**src/rtl/dmem_arbiter_pkg.sv**
```systemverilog
// Shared types for the two-port data memory arbiter.
// Holds the port ids, request bundle and lock FSM states.
package dmem_arbiter_pkg;

    localparam int XLEN        = 32;
    localparam int ARB_N_PORTS = 2;

    typedef enum logic {
        ARB_CORE = 1'b0,
        ARB_DBG  = 1'b1
    } arb_port_e;

    typedef enum logic [1:0] {
        UNLOCKED = 2'd0,
        LOCKED0  = 2'd1,
        LOCKED1  = 2'd2
    } lock_st_e;

    typedef struct packed {
        logic            wen;
        logic            lock;
        logic [XLEN-1:0] addr;
        logic [XLEN-1:0] wdata;
        logic [3:0]      wmask;
    } dmem_req_t;

endpackage

```
**src/rtl/dmem_arbiter_if.sv**
```systemverilog
// Request/response and data_mem signals of the arbiter, flattened per port.
// master = requesters plus memory model, slave = the arbiter itself.
interface dmem_arbiter_if
    import dmem_arbiter_pkg::*;
#(
    parameter int MEM_AWIDTH = 10
);
    logic [ARB_N_PORTS-1:0]      req_valid;
    logic [ARB_N_PORTS-1:0]      req_ready;
    logic [ARB_N_PORTS-1:0]      req_wen;
    logic [ARB_N_PORTS-1:0]      req_lock;
    logic [ARB_N_PORTS*XLEN-1:0] req_addr;
    logic [ARB_N_PORTS*XLEN-1:0] req_wdata;
    logic [ARB_N_PORTS*4-1:0]    req_wmask;
    logic [ARB_N_PORTS-1:0]      rsp_valid;
    logic [XLEN-1:0]             rsp_rdata;
    logic                        rsp_err;
    logic [MEM_AWIDTH-1:0]       mem_addr;
    logic [XLEN-1:0]             mem_wdata;
    logic [3:0]                  mem_wmask;
    logic                        mem_wen;
    logic [XLEN-1:0]             mem_rdata;

    modport master (
        output req_valid, req_wen, req_lock, req_addr, req_wdata, req_wmask, mem_rdata,
        input  req_ready, rsp_valid, rsp_rdata, rsp_err,
        input  mem_addr, mem_wdata, mem_wmask, mem_wen
    );

    modport slave (
        input  req_valid, req_wen, req_lock, req_addr, req_wdata, req_wmask, mem_rdata,
        output req_ready, rsp_valid, rsp_rdata, rsp_err,
        output mem_addr, mem_wdata, mem_wmask, mem_wen
    );
endinterface

```
**src/rtl/dmem_arbiter_arb_pick2.sv**
```systemverilog
// Two-way winner select: active lock owner, else sole valid port, else tie preference.
// Latency: combinational.
// Backpressure: grant only for a valid winner; the loser simply sees no grant.
module arb_pick2
    import dmem_arbiter_pkg::*;
(
    input  logic [1:0] valid,
    input  logic       lock_vld,
    input  arb_port_e  lock_owner,
    input  arb_port_e  pref,
    output arb_port_e  winner,
    output logic [1:0] grant
);

    always_comb begin
        winner = ARB_CORE;
        if (lock_vld) begin
            winner = lock_owner;
        end else if (valid == 2'b10) begin
            winner = ARB_DBG;
        end else if (valid == 2'b11) begin
            winner = pref;
        end
        grant         = 2'b00;
        grant[winner] = valid[winner];
    end

endmodule

```
**src/rtl/dmem_arbiter.sv**
```systemverilog
// Shares data_mem between core (port 0) and debug/loader (port 1); DMEM_ARB_RR_EN selects round-robin ties.
// Latency: one access per cycle, response registered one cycle after accept.
// Backpressure: req_ready only to the winner; a locked owner stalls the other port up to MAX_LOCK beats.
module dmem_arbiter
    import dmem_arbiter_pkg::*;
#(
    parameter int MEM_AWIDTH = 10,
    parameter int MAX_LOCK   = 16
)(
    input  logic           clk,
    input  logic           rst,
    dmem_arbiter_if.slave  bus
);

    localparam int CW = $clog2(MAX_LOCK + 1);

    dmem_req_t        req [ARB_N_PORTS];
    dmem_req_t        sel;
    lock_st_e         state_q, state_d;
    logic [CW-1:0]    lock_cnt_q, lock_cnt_d;
    logic [CW:0]      cnt_inc;
    logic             force_q, force_d;
    arb_port_e        force_port_q, force_port_d;
    arb_port_e        rr_ptr, pref, winner, lock_owner;
    logic             lock_vld, accept, in_range;
    logic [1:0]       grant;
    logic [1:0]       rsp_valid_q;
    logic [XLEN-1:0]  rsp_rdata_q;
    logic             rsp_err_q;

    always_comb begin
        for (int i = 0; i < ARB_N_PORTS; i++) begin
            req[i].wen   = bus.req_wen[i];
            req[i].lock  = bus.req_lock[i];
            req[i].addr  = bus.req_addr[i*XLEN +: XLEN];
            req[i].wdata = bus.req_wdata[i*XLEN +: XLEN];
            req[i].wmask = bus.req_wmask[i*4 +: 4];
        end
    end

    assign lock_owner = (state_q == LOCKED1) ? ARB_DBG : ARB_CORE;
    assign lock_vld   = ((state_q == LOCKED0) && bus.req_valid[0]) ||
                        ((state_q == LOCKED1) && bus.req_valid[1]);
    // A watchdog release gives the very next tie to the port that was starved.
    assign pref       = force_q ? force_port_q : rr_ptr;

    arb_pick2 u_pick (
        .valid      (bus.req_valid),
        .lock_vld   (lock_vld),
        .lock_owner (lock_owner),
        .pref       (pref),
        .winner     (winner),
        .grant      (grant)
    );

    assign sel      = req[winner];
    assign accept   = (|grant) && !rst;
    assign in_range = (sel.addr[XLEN-1:MEM_AWIDTH] == '0);

    assign bus.req_ready = rst ? 2'b00 : grant;
    assign bus.mem_addr  = sel.addr[MEM_AWIDTH-1:0];
    assign bus.mem_wdata = sel.wdata;
    assign bus.mem_wmask = sel.wmask;
    assign bus.mem_wen   = accept && sel.wen && in_range;
    assign bus.rsp_valid = rsp_valid_q;
    assign bus.rsp_rdata = rsp_rdata_q;
    assign bus.rsp_err   = rsp_err_q;

    assign cnt_inc = {1'b0, lock_cnt_q} + 1'b1;

    always_comb begin
        state_d      = UNLOCKED;
        lock_cnt_d   = '0;
        force_d      = 1'b0;
        force_port_d = force_port_q;
        if (lock_vld) begin
            if (sel.lock && (cnt_inc < (CW+1)'(MAX_LOCK))) begin
                state_d    = state_q;
                lock_cnt_d = cnt_inc[CW-1:0];
            end else if (sel.lock) begin
                force_d      = 1'b1;
                force_port_d = arb_port_e'(~lock_owner);
            end
        end else if (accept && sel.lock) begin
            // Either a fresh lock, or the other port taking over after the owner dropped valid.
            state_d    = (winner == ARB_DBG) ? LOCKED1 : LOCKED0;
            lock_cnt_d = CW'(1);
        end
    end

    always_ff @(posedge clk) begin
        if (rst) begin
            state_q      <= UNLOCKED;
            lock_cnt_q   <= '0;
            force_q      <= 1'b0;
            force_port_q <= ARB_CORE;
            rsp_valid_q  <= 2'b00;
            rsp_rdata_q  <= '0;
            rsp_err_q    <= 1'b0;
        end else begin
            state_q      <= state_d;
            lock_cnt_q   <= lock_cnt_d;
            force_q      <= force_d;
            force_port_q <= force_port_d;
            rsp_valid_q  <= accept ? grant : 2'b00;
            rsp_rdata_q  <= (accept && in_range && !sel.wen) ? bus.mem_rdata : '0;
            rsp_err_q    <= accept && !in_range;
        end
    end

`ifdef DMEM_ARB_RR_EN
    always_ff @(posedge clk) begin
        if (rst) begin
            rr_ptr <= ARB_CORE;
        end else if (accept) begin
            rr_ptr <= arb_port_e'(~winner);
        end
    end
`else
    assign rr_ptr = ARB_CORE;
`endif

endmodule

```
**src/flat_wrapper.sv**
```systemverilog
// flat-port wrapper written by rule: the top's interface ports become plain ports
module dmem_arbiter_flat import dmem_arbiter_pkg::*;
#(
    parameter int MEM_AWIDTH = 10,
    parameter int MAX_LOCK   = 16
)
  (clk, rst, bus_req_valid, bus_req_wen, bus_req_lock, bus_req_addr, bus_req_wdata, bus_req_wmask, bus_mem_rdata, bus_req_ready, bus_rsp_valid, bus_rsp_rdata, bus_rsp_err, bus_mem_addr, bus_mem_wdata, bus_mem_wmask, bus_mem_wen);
  dmem_arbiter_if #(.MEM_AWIDTH(MEM_AWIDTH)) bus_i ();
  input  logic clk;
  input  logic rst;
  input wire logic [$bits(bus_i.req_valid)-1:0] bus_req_valid;
  input wire logic [$bits(bus_i.req_wen)-1:0] bus_req_wen;
  input wire logic [$bits(bus_i.req_lock)-1:0] bus_req_lock;
  input wire logic [$bits(bus_i.req_addr)-1:0] bus_req_addr;
  input wire logic [$bits(bus_i.req_wdata)-1:0] bus_req_wdata;
  input wire logic [$bits(bus_i.req_wmask)-1:0] bus_req_wmask;
  input wire logic [$bits(bus_i.mem_rdata)-1:0] bus_mem_rdata;
  output wire logic [$bits(bus_i.req_ready)-1:0] bus_req_ready;
  output wire logic [$bits(bus_i.rsp_valid)-1:0] bus_rsp_valid;
  output wire logic [$bits(bus_i.rsp_rdata)-1:0] bus_rsp_rdata;
  output wire logic [$bits(bus_i.rsp_err)-1:0] bus_rsp_err;
  output wire logic [$bits(bus_i.mem_addr)-1:0] bus_mem_addr;
  output wire logic [$bits(bus_i.mem_wdata)-1:0] bus_mem_wdata;
  output wire logic [$bits(bus_i.mem_wmask)-1:0] bus_mem_wmask;
  output wire logic [$bits(bus_i.mem_wen)-1:0] bus_mem_wen;
  assign bus_i.req_valid = bus_req_valid;
  assign bus_i.req_wen = bus_req_wen;
  assign bus_i.req_lock = bus_req_lock;
  assign bus_i.req_addr = bus_req_addr;
  assign bus_i.req_wdata = bus_req_wdata;
  assign bus_i.req_wmask = bus_req_wmask;
  assign bus_i.mem_rdata = bus_mem_rdata;
  assign bus_req_ready = bus_i.req_ready;
  assign bus_rsp_valid = bus_i.rsp_valid;
  assign bus_rsp_rdata = bus_i.rsp_rdata;
  assign bus_rsp_err = bus_i.rsp_err;
  assign bus_mem_addr = bus_i.mem_addr;
  assign bus_mem_wdata = bus_i.mem_wdata;
  assign bus_mem_wmask = bus_i.mem_wmask;
  assign bus_mem_wen = bus_i.mem_wen;
  dmem_arbiter #(.MEM_AWIDTH(MEM_AWIDTH), .MAX_LOCK(MAX_LOCK)) u_core (.clk(clk), .rst(rst), .bus(bus_i));
endmodule
```
**config.mk**
```make
export PLATFORM = sky130hd
export DESIGN_NAME = dmem_arbiter_flat
export DESIGN_NICKNAME = d
export VERILOG_FILES = /design/src/rtl/dmem_arbiter_pkg.sv /design/src/rtl/dmem_arbiter_if.sv /design/src/rtl/dmem_arbiter_arb_pick2.sv /design/src/rtl/dmem_arbiter.sv /design/src/flat_wrapper.sv
export SDC_FILE = /design/constraint.sdc
export NUM_CORES = 1
export LEC_CHECK = 0
export ABC_CLOCK_PERIOD_IN_PS = 1900
export BUFFER_PORTS_ARGS = -buffer_cell sky130_fd_sc_hd__buf_2
export CAP_MARGIN = 20
export CORE_AREA = 2 2 101 103
export CTS_CLUSTER_SIZE = 12
export DETAILED_ROUTE_END_ITERATION = 12
export DIE_AREA = 0 0 103 105
export PLACE_DENSITY = 0.66
export SLEW_MARGIN = 20
export SYNTH_ARGS = -nofsm -noshare
export SYNTH_HDL_FRONTEND = slang
export SYNTH_SLANG_ARGS = --single-unit
```
**constraint.sdc**
```tcl
create_clock -name clk -period 1.9 [get_ports clk]
set_input_delay 0.38 -clock clk [delete_from_list [all_inputs] [get_ports clk]]
set_output_delay 0.38 -clock clk [all_outputs]
set_load 0.005 [all_outputs]
```
After elaboration in Yosys (flattened, before gate mapping) --
Cells that the tools add are included.
Operators by class: mux-type cells 21, reduce and logical (&&, ||, !) cells 21, bitwise gates (word level) 7, equality and inequality tests 5, add/subtract/negate cells 1, $lt $le $gt $ge 4
Operator list (count):
- $mux 70 | 3
- $logic_not 22->1 | 1
- $logic_and 1x1->1 | 11
- $mux 1 | 10
- $mux 2 | 5
- $mux 5 | 2
- $add 5x1->6 const B | 1
- $eq 2x2->1 const B | 3
- $lt 6x5->1 const B | 1
- $reduce_or 2->1 | 3
- $not 1->1 | 5
- $logic_not 1->1 | 3
- $reduce_and 3->1 | 1
- $reduce_or 3->1 | 1
- $and 2x2->2 | 1
- $eq 2x1->1 const B | 1
- $ge 2x2->1 const B | 1
- $lt 1x2->1 const B | 1
- $ne 2x2->1 const B | 1
- $not 1->2 | 1
- $demux 1 s1 | 1
- $ge 1x1->1 const B | 1
- $logic_or 1x1->1 | 1
Word-level totals: bits of input ports 176, register bits 44, logic and storage cells 66

Longest topological paths before layout --
depth in word-level cells 15, gate-level depth with buffers 6, gate-level depth less buffers 6

By module --
From an unflattened synthesis, not the netlist that was laid out.
Unflattened totals: cells, all modules 247, area, all modules 2491.1 sq um
Modules (own cells, without submodules):
- dmem_arbiter | cells each 238, area each 2436.1 sq um, times used 1, sequential area each 880.8 sq um
- arb_pick2 | cells each 9, area each 55.1 sq um, times used 1, sequential area each 0.0 sq um

Worst setup path after synthesis --
Ideal clock, no wire load.
path kind reg-to-output, from register u_core.state_q[0], to output bus_mem_addr[0], path buffers 2, setup slack -73 ps, arrival 1593 ps, cell stages (with the launch flop) 7, cells stage by stage dfxtp_1 -> nand2b_1 -> a211o_1 -> nand2_1 -> buf_2 -> mux2_2 -> buf_4
RTL lines:
- start, declared | RTL line dmem_arbiter.sv:19 | lock_st_e state_q, state_d;
- start signal, assigned | RTL line dmem_arbiter.sv:101 | state_q <= state_d;
- end, declared | RTL line flat_wrapper.sv:22 | output wire logic [$bits(bus_i.mem_addr)-1:0] bus_mem_addr;

Worst setup path after layout --
from register u_core.state_q[0], to output bus_mem_wdata[19]
On the way: cells in the longest elaborated chain, start to end 8, elaborated cells on any way between the ends 11, classes of those cells eq/ne (2); mux (5); bitwise (1); reduce/logical (3)
RTL lines:
- $eq 2x1->1 or $eq 2x2->1 (tied branches) | RTL line dmem_arbiter.sv:42, dmem_arbiter.sv:41, dmem_arbiter.sv:43
- $logic_and 1x1->1 (on tied branches) | RTL line dmem_arbiter.sv:42, dmem_arbiter.sv:43
- $logic_or 1x1->1 | RTL line dmem_arbiter.sv:42 | assign lock_vld = ((state_q == LOCKED0) && bus.req_valid[0]) ||
- $mux 1 * | RTL line dmem_arbiter_arb_pick2.sv:17 | if (lock_vld) begin
- $not 1->2 (implied by the code) * | RTL line dmem_arbiter.sv:56 | assign sel = req[winner];
- $mux 70 (implied by the code) * (3 in a row) | RTL line dmem_arbiter.sv:56
- end, declared | RTL line flat_wrapper.sv:23 | output wire logic [$bits(bus_i.mem_wdata)-1:0] bus_mem_wdata;
Mark *: on every way between the ends. The rest lies on a longest branch, timed or not. The select of a mux whose other input is x is not followed.

==> flow_metrics.env <==
export IMPL_fp_dieW_um=103
export IMPL_hold_violations=0
export IMPL_drtIter0Drc=117
export IMPL_cp_cell_sequence="nand2b_4, a211o_4, nand2_8, clkbuf_16, mux2_4, buf_6"
export IMPL_yosys_area_top_type="dfxtp_1"
export IMPL_synthCells=241
export IMPL_cap_violations=0
export IMPL_worstHoldPathType="primary input to flop"
export IMPL_coreArea_mm2=0.00964
export IMPL_yosys_register_bits=44
export IMPL_syn2layout_area_growth_pct=79.8
export IMPL_rows=36
export IMPL_ys_flop_type="dfxtp_1"
export IMPL_synth_area_per_cell_um2=10.6
export IMPL_ir_worst_vdd_mv=0.376
export IMPL_clock_sinks=44
export IMPL_leakage_nw=2.34
export IMPL_rsz0062_at_grt="yes"
export IMPL_die_area_mm2=0.0108
export IMPL_clk_path_buf_depth=2
export IMPL_power_density_mw_per_mm2=490
export IMPL_n_fill_cell=919
export IMPL_max_stage_delay_ns=0.35
export IMPL_syn_area_mm2=0.00254
export IMPL_htreeDepth=2
export IMPL_drt_drc_violations_left=0
export IMPL_io_buffer_count=259
export IMPL_clock_skew_ns=0.00756
export IMPL_worstReg2RegEnd="u_core.bus.rsp_rdata[16]$_SDFF_PP0_"
export IMPL_layout_setup_ws_ns=-0.353
export IMPL_min_from="bus_mem_rdata[25]"
export IMPL_postCtsHoldBufs=0
export IMPL_violations="negative setup slack"
export IMPL_layout_nets=663
export IMPL_num_vias=2713
export IMPL_drt_pre_antenna_iters=4
export IMPL_setup_tns_ns=-19.93
export IMPL_grt_start_max_net_pins=20
export IMPL_max_freq_mhz=444
export IMPL_outcome="finished with violations"
export IMPL_place_gp_congestion=0.765
export IMPL_cts_root_buf="clkbuf_8"
export IMPL_routed_wl_um=9580
export IMPL_seq_area_frac_synth_pct=34.6
export IMPL_vias_per_cell=4.36
export IMPL_worstReg2RegStart="u_core.state_q[0]$_SDFFE_PP0P_"
export IMPL_synth_top_area_share_pct=34.6
export IMPL_synth_cell_types=41
export IMPL_detail_route_wl_per_cell_um=15.4
export IMPL_grt_pass1_vias=2707
export IMPL_utilization_pct=47.5
export IMPL_holdPathEnd="u_core.bus.rsp_rdata[25]$_SDFF_PP0_"
export IMPL_worst_setup_path_end_kind="output pin"
export IMPL_start_util_pct=26.4
export IMPL_critPathSlowestCell="a211o_4"
export IMPL_path_class="flop to output pin"
export IMPL_overflow=0
export IMPL_ant_nets=0
export IMPL_clkTransAtPathRegs_ns=0.09
export IMPL_grt_usage_pct=14.5
export IMPL_slew_viol_final=0
export IMPL_numCtsBuffers=5
export IMPL_synth_edf_count=0
export IMPL_required_ns=1.52
export IMPL_finalCriticalPeriod_ns=2.25
export IMPL_io_pins=260
export IMPL_synthArstFlopShare_pct=0
export IMPL_tritoncts="yes"
export IMPL_crit_fanout=8
export IMPL_reg2reg_slack_ns=-0.16
export IMPL_r2r_cells=10
export IMPL_synthesis_nets=418
export IMPL_antenna_found_initial=2
export IMPL_synth_warnings=0
export IMPL_drive_above_1_share_pct=80.3
export IMPL_clkLatencyLatePin_ns=0.29
export IMPL_post_route_period_util_pct=119
export IMPL_grt_first_pass_wirelength_um=12300
export IMPL_synthTopCellsByArea="dfxtp_1 35%, mux2_2 20%, buf_4 14%"
export IMPL_critPathLaunchType="flop"
export IMPL_cp_arrival_ns=1.87
export IMPL_fp_dieH_um=105
export IMPL_dp_hpwl_um=7090
export IMPL_setup_violations=81
export IMPL_hold_depth=2
metal layers:
layer / vias to the layer above / wire, um / global-route usage [%] / share of wire [%]
li1: 1290 / - / - / -
met1: 1246 / 3570 / 15.6 / 37
met2: 161 / 5020 / 26.5 / 52
met3: 16 / 842 / 4.41 / 8.8
met4: 0 / 146 / 4.14 / 1.5
met5: - / 0 / 0 / 0
cell usage after synthesis, types with 4 or more instances:
master / number
nor2b_2: 30
nor3_1: 4
nor4_1: 12
mux2_2: 46
buf_2: 5
a21oi_1: 4
buf_4: 46
dfxtp_1: 44
nor2b_1: 5
cell type report:
cell class	count	area, um^2	area share (%)
diodes	2	5.00	0.109
inverters	2	7.51	0.164
clock buffers	6	82.6	1.81
clock inverters	2	15.0	0.328
well taps	133	166	3.64
repair buffers	292	1940	42.4
flip-flops and latches	44	883	19.3
multi-input cells	141	1480	32.3
sequential cells by signal (all words and copies together), names as in the netlist:
| signal | count |
|---|---|
| u_core.force_port_q | 1 |
| u_core.bus.rsp_rdata | 32 |
| u_core.bus.rsp_err | 1 |
| u_core.bus.rsp_valid | 2 |
| u_core.state_q | 2 |
| u_core.force_q | 1 |
| u_core.lock_cnt_q | 5 |
metrics by stage:
| stage | power (mW) | hold WS (ns) | cell area, um^2 | cells | worst slack (ns) |
|---|---|---|---|---|---|
| after floorplan | 1.27 | 0.440 | 2640 | 241 | 0.00969 |
| after global routing | 2.36 | 0.274 | 4570 | 621 | -0.409 |
| after CTS | 2.16 | 0.281 | 4190 | 614 | -0.373 |
| after detailed placement | 1.46 | 0.476 | 3860 | 602 | -0.202 |
| after global placement | 1.45 | 0.449 | 3860 | 602 | -0.147 |
| final | 2.24 | 0.292 | 4570 | 622 | -0.353 |
worst max-delay path by stage:
stage / startpoint / to / slack (ns) / cells past startpoint
6_report: u_core.state_q[0]$_SDFFE_PP0P_ / bus_mem_wdata[19] / -0.35 / 6
5_1_grt: u_core.state_q[0]$_SDFFE_PP0P_ / bus_mem_wdata[0] / -0.41 / 6
4_1_cts: u_core.state_q[0]$_SDFFE_PP0P_ / bus_mem_wdata[5] / -0.37 / 6
3_5_place_dp: bus_req_addr[23] / bus_mem_wen / -0.20 / 7
3_3_place_gp: bus_req_addr[59] / bus_mem_wen / -0.15 / 8
2_1_floorplan: u_core.state_q[0]$_SDFFE_PP0P_ / bus_mem_wdata[0] / 0.01 / 6
cell families after synthesis:
group / synth area share (%)
fa+ha+maj: 0.492
flops: 34.6
compound gates: 6.49
xor+xnor: 0.689
buf+inv: 16.2
other cells: 0.147
simple gates: 21.0
mux: 20.4
critical path, delay by kind of cell, from the launching register on:
kind | cells | cell delay (ns)
and+or+nand+nor | 2 | 0.29
AOI/OAI and AO/OA | 1 | 0.35
muxes | 1 | 0.31
DFF | 1 | 0.34
buffers and inverters | 2 | 0.30
report_power, final:
group | internal [mW] | switching (mW)
Sequential | 0.930 | 0.00469
Clock | 0.295 | 0.326
Combinational | 0.459 | 0.227
cells in the final DEF, fill, tap and decap left out, types with 4 or more instances in the layout:
master     instances
buf_2            223
mux2_4            46
dfxtp_1           42
buf_6             41
nor2b_2           32
buf_4             17
nor4_1            12
clkbuf_8           6
nor3_1             4
clkbuf_16          4
timing repair:
action / CTS / global route
gates resized for setup: 38 / 53
gates cloned: 1 / 5
pin swaps: 2 / 2
setup endpoints to repair: 49 / 81
buffers inserted: 3 / 2
Power figures use the tool's default switching activity.
